[config.mk]
export PLATFORM = sky130hd
export DESIGN_NAME = load_unit
export DESIGN_NICKNAME = d
export VERILOG_FILES = /design/src/rtl/load_unit_pkg.sv /design/src/rtl/load_unit_ext.sv /design/src/rtl/load_unit.sv
export SDC_FILE = /design/constraint.sdc
export NUM_CORES = 1
export LEC_CHECK = 0
export CAP_MARGIN = 20
export CORE_MARGIN = 3
export CORE_UTILIZATION = 62
export CTS_CLUSTER_SIZE = 10
export DETAILED_ROUTE_END_ITERATION = 6
export DONT_BUFFER_PORTS = 1
export PLACE_DENSITY = 0.78
export REMOVE_ABC_BUFFERS = 1
export SYNTH_ARGS = -nofsm -noshare
export SYNTH_HDL_FRONTEND = slang
export SYNTH_SLANG_ARGS = --single-unit
[constraint.sdc]
create_clock -name clk -period 2.1 [get_ports clk]
set_input_delay 0.21 -clock clk [delete_from_list [all_inputs] [get_ports clk]]
set_output_delay 0.21 -clock clk [all_outputs]
set_load 0.02 [all_outputs]
[src/rtl/load_unit_pkg.sv]
// load_unit_pkg: load op encodings and the alignment helper shared by the load path.
package load_unit_pkg;

   localparam logic [2:0] DE_WORD = 3'b000;
   localparam logic [2:0] DE_BU   = 3'b001;
   localparam logic [2:0] DE_B    = 3'b010;
   localparam logic [2:0] DE_HU   = 3'b011;
   localparam logic [2:0] DE_H    = 3'b100;

   // True when the access would straddle its natural boundary; bytes never fault.
   function automatic logic is_misaligned(input logic [2:0] op, input logic [1:0] addr_lo);
      case (op)
         DE_WORD:     return addr_lo != 2'b00;
         DE_HU, DE_H: return addr_lo[0];
         default:     return 1'b0;
      endcase
   endfunction

endpackage

[src/rtl/load_unit_ext.sv]
// load_ext: selects the addressed byte/halfword lane of a read word and extends it.
module load_ext
   import load_unit_pkg::*;
(
   input  logic [31:0] rdata,
   input  logic [1:0]  addr_lo,
   input  logic [2:0]  op,
   output logic [31:0] data
);

   logic [7:0]  lane_byte;
   logic [15:0] lane_half;

   always_comb begin
      case (addr_lo)
         2'd0:    lane_byte = rdata[7:0];
         2'd1:    lane_byte = rdata[15:8];
         2'd2:    lane_byte = rdata[23:16];
         default: lane_byte = rdata[31:24];
      endcase
      lane_half = addr_lo[1] ? rdata[31:16] : rdata[15:0];
   end

   // Undefined op codes still perform the bus access but return zero.
   always_comb begin
      case (op)
         DE_WORD: data = rdata;
         DE_BU:   data = {24'h0, lane_byte};
         DE_B:    data = {{24{lane_byte[7]}}, lane_byte};
         DE_HU:   data = {16'h0, lane_half};
         DE_H:    data = {{16{lane_half[15]}}, lane_half};
         default: data = 32'h0;
      endcase
   end

endmodule

[src/rtl/load_unit.sv]
// load_unit: M-stage load engine with a valid/ready read bus, pipeline stall and flush draining.
// Optional misaligned-load trap: define LOAD_ALIGN_CHECK_EN.
module load_unit
   import load_unit_pkg::*;
(
   input  logic        clk,
   input  logic        reset,
   input  logic        req_valid,
   input  logic [31:0] req_addr,
   input  logic [2:0]  req_op,
   output logic        req_ready,
   input  logic        flush,
   output logic        m_rd_valid,
   output logic [31:0] m_rd_addr,
   input  logic        m_rd_ready,
   input  logic        m_rd_rvalid,
   input  logic [31:0] m_rd_rdata,
   output logic        rsp_valid,
   output logic [31:0] rsp_data,
   output logic        stall,
   output logic        exc_adel
);

   typedef enum logic [2:0] {
      S_IDLE,
      S_ADDR,
      S_DATA,
      S_RESP,
      S_DRAIN
   } state_e;

   state_e      state_q, state_d;
   logic [31:0] addr_q;
   logic [2:0]  op_q;
   logic [31:0] rsp_data_q;
   logic [31:0] ext_data;
   logic        accept;
   logic        capture;
   logic        fault;

   load_ext u_ext (
      .rdata   (m_rd_rdata),
      .addr_lo (addr_q[1:0]),
      .op      (op_q),
      .data    (ext_data)
   );

   always_comb begin
      // NOTE: every output of this block gets a default first, so no path can infer a latch.
      state_d    = state_q;
      req_ready  = 1'b0;
      m_rd_valid = 1'b0;
      rsp_valid  = 1'b0;
      stall      = 1'b0;
      accept     = 1'b0;
      capture    = 1'b0;
      fault      = 1'b0;

      case (state_q)
         S_IDLE: begin
            req_ready = 1'b1;
            if (req_valid && !flush) begin
               accept = 1'b1;
               stall  = 1'b1;
`ifdef LOAD_ALIGN_CHECK_EN
               fault  = is_misaligned(req_op, req_addr[1:0]);
`endif
               state_d = fault ? S_RESP : S_ADDR;
            end
         end
         S_ADDR: begin
            m_rd_valid = 1'b1;
            stall      = 1'b1;
            // Once the bus has accepted the request the read data must still be absorbed.
            if (m_rd_ready) begin
               state_d = flush ? S_DRAIN : S_DATA;
            end else if (flush) begin
               state_d = S_IDLE;
            end
         end
         S_DATA: begin
            stall = 1'b1;
            if (m_rd_rvalid) begin
               capture = !flush;
               state_d = flush ? S_IDLE : S_RESP;
            end else if (flush) begin
               state_d = S_DRAIN;
            end
         end
         S_DRAIN: begin
            stall = 1'b1;
            if (m_rd_rvalid) begin
               state_d = S_IDLE;
            end
         end
         S_RESP: begin
            rsp_valid = !flush;
            state_d   = S_IDLE;
         end
         default: begin
            state_d = S_IDLE;
         end
      endcase
   end

   // NOTE: sequential state uses non-blocking assignments so each register samples pre-edge values.
   always_ff @(posedge clk) begin
      if (!reset) begin
         state_q    <= S_IDLE;
         addr_q     <= 32'h0;
         op_q       <= DE_WORD;
         rsp_data_q <= 32'h0;
      end else begin
         state_q <= state_d;
         if (accept) begin
            addr_q <= req_addr;
            op_q   <= req_op;
         end
         if (capture) begin
            rsp_data_q <= ext_data;
         end else if (accept && fault) begin
            rsp_data_q <= 32'h0;
         end
      end
   end

`ifdef LOAD_ALIGN_CHECK_EN
   logic adel_q;

   always_ff @(posedge clk) begin
      if (!reset) begin
         adel_q <= 1'b0;
      end else if (accept) begin
         adel_q <= fault;
      end
   end

   assign exc_adel = rsp_valid && adel_q;
`else
   assign exc_adel = 1'b0;
`endif

   assign m_rd_addr = {addr_q[31:2], 2'b00};
   assign rsp_data  = rsp_data_q;

endmodule

==> qor.log <==
[clock_network] largest buffer count on any clock path 2
[route] number of detailed-routing iterations run before antenna repair 7
[power] total power draw 2.87 mW
[grt] antenna violations before repair 0
[route] residual DRC count 0
[synth] number of instances in the synthesized netlist 403
[grt] pin count of the biggest net entering global routing 42
[min_path] Hold/Removal Path Class in2reg
[timing] Layout Skew 11.3 ps
[route] routed wirelength normalized by instance count 18.8 µm
[synth] Avg Inst Size Synth 8.59 µm²
[critical_path] origin of the worst setup path addr_q[1]
[critical_path] type of the worst setup path reg2reg
[synth] Cell Area, Synth 0.00346 mm²
[synth] top cells by area, synth sky130_fd_sc_hd__dfxtp_1 40%, sky130_fd_sc_hd__nand2_1 9.3%, sky130_fd_sc_hd__buf_4 7.8%, sky130_fd_sc_hd__a21boi_0 4.8%, sky130_fd_sc_hd__a21o_1 3.5%
[cells_and_area] Core Util, Final 67.6%
[timing] post-route fraction of the period consumed by the critical path 87.3%
[critical_path] crit path max-delay cell type sky130_fd_sc_hd__mux4_1
[critical_path] arrival time reported for the critical path endpoint 2060 ps
[critical_path] largest delay contributor family on the critical path multiplexers
[flow_run] max-cap viol count 0
[timing] Worst Tran Pin Value 896 ps
[die] starting density of the core 66.1%
[die] die boundary height 80.7 µm
[route] mean number of vias per cell 6.19
[clock_network] latest clock arrival within the worst-skew pair 340 ps
[synth] Synthesis Warnings 0
[timing] number of endpoints failing setup at the final stage 0
[die] floorplan core area 0.00524 mm²
[critical_path] startpoint of the worst register-to-register path addr_q[1]
[timing] RSZ-0062 raised after global routing false
[cells_and_area] area growth from synthesis to final layout 2.24%
[placement] placed cells 423
[critical_path] Setup crit end kind register
[critical_path] largest driver fanout on the critical path 9
[critical_path] total buffers and inverters traversed by the critical path 1
[power] maximum VDD drop 720 µV
[cells_and_area] fraction of layout instances using a drive strength above 1 9.23%
[timing] shortest period the worst path allows 1830 ps
[route] Detail Route Antenna Nets 0
[synth] post-synthesis sequential element count 70
[cells_and_area] net count reported at finish 447
[synth] biggest area consumer among synthesized cells sky130_fd_sc_hd__dfxtp_1
[power] leak pwr 1.40 nW
[synth] Post-synth EDFFs 0
[critical_path] CP peak stage delay 590 ps
[timing] final hold violation count 0
[synth] most common cell in the netlist sky130_fd_sc_hd__nand2_1
[route] Iteration-0 DRC Markers 304
[die] overall die width 80.7 µm
[die] number of ports placed on the die boundary 142
[timing] count of pins over their slew limit 0
[synth] top cell type's share of synthesized area 40.5%
[synth] sequential fraction of the synthesis area 40.5%
[clock_network] TritonCTS Sinks 70
[grt] via count of the first global-routing pass 2602
[power] total power divided by cell area 811 mW/mm²
[synth] most used flip-flop cell after synthesis sky130_fd_sc_hd__dfxtp_1
[grt] total congestion overflow 0
[clock_network] Clock Root Buffer sky130_fd_sc_hd__clkbuf_8
[clock_network] clock-pin slew on the worst setup and hold paths 80 ps
[placement] number of port buffers 0
[clock_network] post-CTS sizing 0
[clock_network] total number of H-tree levels 3
[route] sum of routed wire length over all layers 8.43 mm
[clock_network] TritonCTS clock tree done
[die] total die area 0.00652 mm²
[synth] async set or reset register ratio after synthesis 0%
[min_path] hold path startpoint req_addr[5]
[cells_and_area] non-filler cells in the finished layout 449
[timing] setup TNS after final layout 0 ps
[clock_network] total clock buffers created by CTS 9
[status] status completed
[synth] top cell types by occurrence after synthesis 86 x sky130_fd_sc_hd__nand2_1, 70 x sky130_fd_sc_hd__dfxtp_1, 36 x sky130_fd_sc_hd__buf_4
[placement] final RePlAce weighted congestion 0.940
[critical_path] type of element launching the critical path register
[timing] relative slew slack 40.3%
[grt] global-route total usage across every layer 25.9%
[critical_path] endpoint required time on the critical path 2330 ps
[timing] f_max 0.545 GHz
[placement] Final HPWL DP 5.77 mm
[grt] first-pass GRT wire length 13.0 mm
[cells_and_area] diode insertion count for antenna repair 0
[critical_path] cell breakdown of the critical path buf_4, mux4_1, a222oi_1, o21ai_1
[die] floorplan row count 26
[synth] number of distinct library cells after synthesis 43
[route] via count of the routed design 2781
repair_timing:
action	CTS	global route
buffers inserted	0	0
hold endpoints to repair	10	0
hold buffers	10	0
logic make-up after synthesis:
family | synth area share, %
other cells | 0.108
flops | 40.5
buf+inv | 11.7
mux | 6.11
simple gates | 16.3
xor+xnor | 0.253
compound gates | 24.8
fa+ha+maj | 0.289
registers in the layout, indices dropped and copies added (netlist names):
name,flops
addr_q,32
rsp_data,32
op_q,3
state_q,3
routing by layer:
layer / track usage [%] / share of wire (%) / vias to the layer above
met1: 33.4 / 39 / 1258
met4: 11.7 / 3.1 / 0
met5: 0 / 0 / -
li1: - / - / 1315
met3: 10.1 / 14 / 27
met2: 38.4 / 44 / 181
stage by stage:
stage | area (µm²) | worst slack (ps) | hold WS (ps)
after detailed placement | 3220 | 279 | 347
after global placement | 3220 | 334 | 341
after floorplan | 3070 | 240 | 332
final | 3540 | 266 | 9.40
after CTS | 3540 | 254 | 1.85
after global routing | 3540 | 87.4 | 8.21
worst register-to-register path, cell delays in order, from the launching register on:
cell and delay, ps:
sky130_fd_sc_hd__dfxtp_1 470, sky130_fd_sc_hd__buf_4 250, sky130_fd_sc_hd__mux4_1 590, sky130_fd_sc_hd__a222oi_1 340, sky130_fd_sc_hd__o21ai_1 90
final cells by class:
cell class / instances / area, µm²
timing repair buffer: 19 / 168
fill: 447 / 1700
sequential: 70 / 1400
inverter: 1 / 3.75
clock inverter: 4 / 70.1
tap: 70 / 87.6
clock buffer: 12 / 145
multi-input combinational: 273 / 1660
cell usage in the layout (no fill, tap or decap), types with 3 or more instances in the layout:
cell type	count
sky130_fd_sc_hd__a21o_1	16
sky130_fd_sc_hd__dfxtp_1	70
sky130_fd_sc_hd__o21ai_0	21
sky130_fd_sc_hd__a21boi_1	13
sky130_fd_sc_hd__nor2b_1	4
sky130_fd_sc_hd__a21oi_1	23
sky130_fd_sc_hd__nor3_1	8
sky130_fd_sc_hd__dlygate4sd3_1	10
sky130_fd_sc_hd__mux4_1	3
sky130_fd_sc_hd__mux4_2	5
sky130_fd_sc_hd__nand2_1	86
sky130_fd_sc_hd__a21boi_0	22
sky130_fd_sc_hd__clkbuf_8	10
sky130_fd_sc_hd__o21ai_1	8
sky130_fd_sc_hd__a222oi_1	7
sky130_fd_sc_hd__conb_1	3
sky130_fd_sc_hd__buf_4	9
sky130_fd_sc_hd__and3_1	4
sky130_fd_sc_hd__nor2_1	16
sky130_fd_sc_hd__a221oi_1	7
worst paths after layout:
path | end | slack, ps | depth (start not counted)
worst min register to register | rsp_data[6] | 550 | 2
worst min-delay path | addr_q[5] | 9 | 2
worst max-delay path | rsp_data[1] | 270 | 4
worst max register to register | rsp_data[1] | 270 | 4
power breakdown:
group | internal [mW] | total [mW] | leakage, nW | switching (mW)
logic | 0.114 | 0.259 | 0.723 | 0.145
registers | 1.36 | 1.43 | 0.568 | 0.0691
clock network | 0.699 | 1.18 | 0.110 | 0.481
(Power assumes the default switching activity.)
